File: config.mk
export PLATFORM = sky130hd
export DESIGN_NAME = ysyx_22050058_ifu
export DESIGN_NICKNAME = d
export VERILOG_FILES = /design/src/rtl/ysyx_22050058_ifu_pkg.sv /design/src/rtl/ysyx_22050058_ifu_fifo.sv /design/src/rtl/ysyx_22050058_ifu.sv
export SDC_FILE = /design/constraint.sdc
export NUM_CORES = 1
export LEC_CHECK = 0
export BUFFER_PORTS_ARGS = -buffer_cell sky130_fd_sc_hd__buf_2
export CAP_MARGIN = 20
export CORE_ASPECT_RATIO = 0.8
export CORE_MARGIN = 3
export CORE_UTILIZATION = 50
export CTS_BUF_LIST = sky130_fd_sc_hd__clkbuf_16
export CTS_CLUSTER_DIAMETER = 60
export CTS_CLUSTER_SIZE = 10
export DETAILED_ROUTE_END_ITERATION = 7
export PLACE_DENSITY = 0.85
export SKIP_CTS_REPAIR_TIMING = 1
export SLEW_MARGIN = 40
export SYNTH_ARGS = -nofsm -noshare
export SYNTH_HDL_FRONTEND = slang
export SYNTH_SLANG_ARGS = --single-unit
File: constraint.sdc
create_clock -name clk -period 9.2 [get_ports clk]
set_input_delay 0.46 -clock clk [delete_from_list [all_inputs] [get_ports clk]]
set_output_delay 0.46 -clock clk [all_outputs]
set_load 0.01 [all_outputs]
File: src/rtl/ysyx_22050058_ifu_pkg.sv
// ysyx_22050058_ifu_pkg: shared fetch constants, bus widths, FSM encodings and buffer entry type
package ysyx_22050058_ifu_pkg;
    localparam int InstAddrBus = 64;
    localparam int InstBus = 32;
    localparam logic [InstAddrBus-1:0] RstVector = 64'h0000_0000_8000_0000;
    localparam logic [InstBus-1:0] ZeroWord = 32'h0;
    localparam logic [1:0] ST_IDLE = 2'd0;
    localparam logic [1:0] ST_REQ = 2'd1;
    localparam logic [1:0] ST_WAIT = 2'd2;
    localparam logic [1:0] ST_DISCARD = 2'd3;
    typedef struct packed {
        logic [InstAddrBus-1:0] pc;
        logic [InstBus-1:0] inst;
    } ifu_ent_t;
endpackage

File: src/rtl/ysyx_22050058_ifu_fifo.sv
// ysyx_22050058_ifu_fifo: DEPTH-entry FIFO (push/pop/flush in, dout/count/full/empty out), flush wins
module ysyx_22050058_ifu_fifo #(
    parameter int W = 96,
    parameter int DEPTH = 2
) (
    input  logic                     clk,
    input  logic                     rst,
    input  logic                     push,
    input  logic                     pop,
    input  logic                     flush,
    input  logic [W-1:0]             din,
    output logic [W-1:0]             dout,
    output logic [$clog2(DEPTH):0]   count,
    output logic                     full,
    output logic                     empty
);
    localparam int AW = $clog2(DEPTH);
    logic [W-1:0] mem [DEPTH];
    logic [AW-1:0] wr_ptr, rd_ptr;
    logic do_push, do_pop;
    assign full = count == (AW+1)'(DEPTH);
    assign empty = count == '0;
    assign do_push = push && !full;
    assign do_pop = pop && !empty;
    assign dout = mem[rd_ptr];
    always_ff @(posedge clk) begin
        if (rst || flush) begin
            wr_ptr <= '0;
            rd_ptr <= '0;
            count <= '0;
        end else begin
            wr_ptr <= wr_ptr + AW'(do_push);
            rd_ptr <= rd_ptr + AW'(do_pop);
            count <= count + (AW+1)'(do_push) - (AW+1)'(do_pop);
        end
    end
    always_ff @(posedge clk)
        if (do_push && !flush && !rst) mem[wr_ptr] <= din;
endmodule

File: src/rtl/ysyx_22050058_ifu.sv
// ysyx_22050058_ifu: fetch FSM (one outstanding imem request, redirect/discard) feeding a PC+inst FIFO to ID
module ysyx_22050058_ifu
    import ysyx_22050058_ifu_pkg::*;
#(
    parameter logic [InstAddrBus-1:0] RST_VECTOR = RstVector,
    parameter int BUF_DEPTH = 2
) (
    input  logic                   clk,
    input  logic                   rst,
    input  logic                   ifu_redirect_i,
    input  logic [InstAddrBus-1:0] ifu_redirect_pc_i,
    input  logic                   ifu_stall_i,
    output logic                   imem_req_o,
    output logic [InstAddrBus-1:0] imem_addr_o,
    input  logic                   imem_gnt_i,
    input  logic                   imem_rvalid_i,
    input  logic [InstBus-1:0]     imem_rdata_i,
    output logic                   ifu_valid_o,
    output logic [InstAddrBus-1:0] ifu_pc_o,
    output logic [InstBus-1:0]     ifu_inst_o,
    output logic                   ifu_stall_req_o
);
    localparam int CW = $clog2(BUF_DEPTH) + 1;
    logic [1:0] state, state_n;
    logic [InstAddrBus-1:0] fetch_pc, req_pc;
    logic [CW-1:0] count;
    logic gnt_ok, push, pop, full, empty;
    ifu_ent_t din, head;
    assign imem_req_o = !rst && state == ST_REQ && count < CW'(BUF_DEPTH);
    assign imem_addr_o = fetch_pc;
    assign gnt_ok = imem_req_o && imem_gnt_i;
    assign push = state == ST_WAIT && imem_rvalid_i && !ifu_redirect_i && !full;
    assign pop = !empty && !ifu_stall_i && !ifu_redirect_i;
    assign din = '{pc: req_pc, inst: imem_rdata_i};
    assign ifu_valid_o = !empty;
    assign ifu_pc_o = empty ? '0 : head.pc;
    assign ifu_inst_o = empty ? ZeroWord : head.inst;
    assign ifu_stall_req_o = empty && state != ST_IDLE;
    // a response arriving in DISCARD retires the stale request even if a new redirect comes with it
    assign state_n = state == ST_IDLE ? ST_REQ :
                     state == ST_REQ ? (gnt_ok ? (ifu_redirect_i ? ST_DISCARD : ST_WAIT) : ST_REQ) :
                     imem_rvalid_i ? ST_REQ :
                     (state == ST_DISCARD || ifu_redirect_i) ? ST_DISCARD : ST_WAIT;
    always_ff @(posedge clk) begin
        if (rst) begin
            state <= ST_IDLE;
            fetch_pc <= RST_VECTOR;
            req_pc <= RST_VECTOR;
        end else begin
            state <= state_n;
            fetch_pc <= ifu_redirect_i ? (ifu_redirect_pc_i & ~64'h3) : gnt_ok ? fetch_pc + 64'd4 : fetch_pc;
            if (gnt_ok) req_pc <= fetch_pc;
        end
    end
    ysyx_22050058_ifu_fifo #(.W($bits(ifu_ent_t)), .DEPTH(BUF_DEPTH)) u_fifo (
        .clk(clk),
        .rst(rst),
        .push(push),
        .pop(pop),
        .flush(ifu_redirect_i),
        .din(din),
        .dout(head),
        .count(count),
        .full(full),
        .empty(empty)
    );
endmodule

# ---- After elaboration in Yosys (flattened, before gate mapping)
# Memory sizes are Yosys's and may differ from the RTL's. A register that Yosys moved wholly into a read port is not among the register bits.
# Cells that the tools add are included.
dict set report totals {
  in_bits 102
  rom_bits 0
  mem_count 1
  latchBits 0
  ramBits 192
  out_inout_bits 163
  reg_bits 134
  word_cells 58
}
# name words word_bits rd rd_ports_with_merged_regs wr line_no
set mem_list {}
lappend mem_list {u_fifo.mem 2 96 1 1 1 ysyx_22050058_ifu_fifo.sv:18} ;# logic [W-1:0] mem [DEPTH];
dict set report op_classes {
  n_shift 0
  eq_ne 4
  muxes 13
  reduce_logical 26
  div 0
  magnitude_cmp 1
  n_mul 0
  addsub 5
  n_bitwise 0
}
# cell count
set ops {}
lappend ops {{two-way mux 64 bit} 3}
lappend ops {{adder 64 x 3 -> 64 bit (second input constant)} 1}
lappend ops {{two-way mux 32 bit} 1}
lappend ops {{logical AND 1 bit} 13}
lappend ops {{equality test 2 bit (second input constant)} 3}
lappend ops {{two-way mux 1 bit} 6}
lappend ops {{two-way mux 2 bit} 3}
lappend ops {{logical NOT 1 bit} 5}
lappend ops {{logical NOT 2 bit} 2}
lappend ops {{nonzero test 2 bit} 2}
lappend ops {{OR reduction 2 bit} 2}
lappend ops {{adder 1 bit} 2}
lappend ops {{adder 2 x 1 -> 2 bit} 1}
lappend ops {{equality test 2 x 1 -> 1 bit (second input constant)} 1}
lappend ops {{logical OR 1 bit} 2}
lappend ops {{less-than comparator 2 bit (second input constant)} 1}
lappend ops {{subtractor 2 x 1 -> 2 bit} 1}

# ---- Longest topological paths before layout
dict set report logic_depth {
  depth_word 9
  depth_mapped 9
  depth_no_buf 8
}

# ---- By module
# Synthesis repeated with hierarchy kept, for this count alone.
dict set report unflattened {
  hier_cells 1199
  hier_area_um2 14056.0
}
# module instances area_each_um2 cells_each seq_area_each_um2
set by_module_without_submodules {}
lappend by_module_without_submodules {ysyx_22050058_ifu_fifo 1 7262.0 323 5845.6}
lappend by_module_without_submodules {ysyx_22050058_ifu 1 6794.0 876 2522.4}

# ---- Least setup slack after synthesis
# No wires, ideal clock.
dict set report synth_timing {
  path_type {input to register}
  start {in ifu_redirect_i}
  end {mem u_fifo.mem[1][0], enable pin}
  setup_slack_ns 0.630
  stages 4
  t_arrival_ns 7.889
  required_ns 8.519
  setup_time_ns 0.681
  path_cell_list {clkbuf_1 -> nor3b_1 -> o21ai_0 -> nor3b_1}
}
dict set report synth_via {
  elab_chain_len 8
}
# element line_no
set synth_lines {}
lappend synth_lines {{start, declared} ysyx_22050058_ifu.sv:10} ;# input logic ifu_redirect_i,
lappend synth_lines {{logical NOT 1 bit (*)} {ysyx_22050058_ifu_fifo.sv:38, ysyx_22050058_ifu.sv:32}}
lappend synth_lines {{logical AND 1 bit (2 in a row)} ysyx_22050058_ifu.sv:32} ;# assign push = state == ST_WAIT && imem_rvalid_i && !ifu_redirect_i && !full;
lappend synth_lines {{logical AND 1 bit} ysyx_22050058_ifu_fifo.sv:23} ;# assign do_push = push && !full;
lappend synth_lines {{logical AND 1 bit (*) (2 in a row)} ysyx_22050058_ifu_fifo.sv:38} ;# if (do_push && !flush && !rst) mem[wr_ptr] <= din;
lappend synth_lines {{two-way mux 1 bit (*)} ysyx_22050058_ifu_fifo.sv:38}
lappend synth_lines {{two-way mux 1 bit (not written as such) (*)} ysyx_22050058_ifu_fifo.sv:38}
lappend synth_lines {{end, declared} ysyx_22050058_ifu_fifo.sv:18}
# Every way passes the cells marked *; elsewhere a longest branch is shown, timed or not.

==> flow_summary.ini <==
[timing]
fmax_mhz = 334
rsz0062_at_grt = false
setup_viol_count_final = 0
layout_min_cycle_time_ps = 2990
fin_tns_setup_ps = 0
fin_worst_skew_ps = 14.7
hold_viol_final = 0
fin_crit_sh = 0.325
slew_headroom = 0.437
slew_viol_final = 0
tightest_slew_ps = 844

[clocking]
cts.path.max_buffers = 3
clk_latency_ps = 510
cts_buffers = 37
clk_pin_slew_worst_paths_ps = 60
htreeDepth = 2
cts_tree = yes
root_buffer = clkbuf_16
cts.sinks = 318

[global_route]
gr-usage-met1 = 0.345
grt_max_degree = 96
grt_pass1_vias = 9767
antenna_found_initial = 2
grt_overflow = 0
top_usage_layer = met2
grt_pass1_wl_um = 54400
gr-usage-met3 = 0.0462
gr-usage-met2 = 0.348
grt_use_total = 0.234

[synth]
synth.avg_cell_area_um2 = 11.0
synth_common_cells = edfxtp_1, nand2_1, nor2_1
synth_area_leader_cell = edfxtp_1
async_flop_share = 0
synth_flop_cell = edfxtp_1
syn_area_um2 = 13400
synth_cell_types = 54
ys_seq_area_frac = 0.613
synth_top_area_frac = 0.420
yosys_warnings = 0
synthCells = 1223
synth_edf_count = 188
ys_ff_latch = 318
synth_area_leaders = edfxtp_1, dfxtp_1, mux2i_1
yosysMostFrequentCell = edfxtp_1

[detailed_routing]
drc_errors = 0
vias_per_cell = 5.61
drt_iter0_markers = 1023
vias = 10301
avgRoutedWirePerCell_um = 19.1
drt_wl_total_um = 35100
drtAntennaViolNets = 0
drt_first_pass_iters = 5

[finish]
multi_input_area_um2 = 4780
area_growth_pct = 19.5
regArea_um2 = 8250
nets = 1554
drive_gt1_frac = 0.226
fillers = 2121

[critical_path]
crit_chain = buf_4, mux2i_1, nor2_1, buf_2
cp_data_required_time_ps = 8740
crit_end = ifu_pc_o[30]
worst-path-max-fanout = 45
r2r-end = imem_addr_o[45]$_SDFFE_PP0P_
reg2reg_from = imem_addr_o[10]$_SDFFE_PP0P_
cp-end-kind = primary output
slowest_stage = buf_4
reg2reg_slack_ps = 6250
cp-start-kind = flop
r2r_cells = 5
slowest_delay_ps = 720
critPathBufInv = 2
critical_path_class = flop to primary output
cp.depth = 4
setup.worst_path.start = u_fifo.rd_ptr$_SDFF_PP0_
crit_arrival_ps = 2530
path_delay_family = buffers and inverters

[floorplan]
die-area_um2 = 28900
initial_core_util = 0.510
die_w_um = 189
core-area_um2 = 26400
rows = 53
num_io_pins = 265
die_h_um = 153

[placement]
io_buffers = 258
dp_hpwl_um = 23300
place.gp.congestion = 0.904

[pwr]
p_per_area_nw_per_um2 = 185
power_w = 0.00297
p_leak_nw = 5.96
vdd_drop_max_uv = 112

[worst_hold_path]
min-delay-start = imem_rdata_i[4]
hp-class = primary input to flop

[job]
cap_violations = 0

[outcome]
outcome = complete, no violations
kinds of logic (layout without fill, tap and decap cells):
logic type	Yosys count	count (layout)	synth area share
and+or+nand+nor	497	497	0.180
DFF	318	318	0.613
AOI/OAI and AO/OA	161	161	0.0756
buffers and inverters	112	363	0.0342
muxes	95	95	0.0707
xor gates and xnor gates	36	36	0.0234
adders and majority gates	3	3	0.00279
other	1	6	0.000279
cells in the final DEF (no fill, tap or decap), types with 35 or more instances in the layout:
master,n
a21oi_1,76
dfxtp_1,129
mux2i_1,95
clkbuf_16,37
buf_2,257
nor2_1,148
edfxtp_1,188
inv_1,48
nand2_1,163
a211oi_1,35
worst reg2reg max path, delay by kind of cell, from the launching register on:
kind / cells / cell delay, ps
flops: 1 / 490
compound gates: 2 / 610
simple gates: 3 / 1710
cell type report:
class / instances / area share
multi-input cells: 796 / 0.298
repair buffers: 274 / 0.0900
clock inverters: 30 / 0.00763
flip-flops and latches: 318 / 0.514
well taps: 357 / 0.0278
diodes: 2 / 0.000312
inverters: 22 / 0.00514
clock buffers: 37 / 0.0576
report_power, final:
part,switching [W],internal [W],total (W)
Clock,0.000530,0.000725,0.00125
Sequential,0.0000427,0.00152,0.00157
Combinational,0.0000860,0.0000589,0.000145
Total,0.000659,0.00231,0.00297
worst min-delay path by stage:
stage,slack [ps],cells past startpoint,end
after floorplan,430,0,u_fifo.mem[0][34]$_DFFE_PP_
final,140,1,u_fifo.mem[0][4]$_DFFE_PP_
after global routing,130,1,u_fifo.mem[0][10]$_DFFE_PP_
after detailed placement,440,0,u_fifo.mem[0][80]$_DFFE_PP_
after global placement,430,0,u_fifo.mem[1][52]$_DFFE_PP_
after CTS,120,1,u_fifo.mem[0][4]$_DFFE_PP_
through the flow:
| stage | setup slack [ps] | hold WS (ps) | area (µm²) | instances | utilization |
|---|---|---|---|---|---|
| after global routing | 6050 | 125 | 16100 | 1836 | 0.609 |
| final | 6210 | 143 | 16100 | 1836 | 0.609 |
| after global placement | 5980 | 430 | 15000 | 1765 | 0.567 |
| after CTS | 6170 | 121 | 16100 | 1834 | 0.608 |
| after detailed placement | 5890 | 437 | 15000 | 1767 | 0.569 |
| after floorplan | 630 | 425 | 13500 | 1226 | - |
per-layer routing:
metal	wire length [µm]	share of wire	vias up
met4	1060	0.030	0
met2	15600	0.44	474
met3	2680	0.076	80
met5	0	0	-
li1	-	-	4876
met1	15800	0.45	4871
sequential cells by signal, summed over array words and instances, names as in the netlist:
register       cells
u_fifo.count       2
req_pc            62
u_fifo.wr_ptr      1
state              2
u_fifo.mem       188
imem_addr_o       62
u_fifo.rd_ptr      1
No activity file was read; power rests on OpenSTA's default activity.
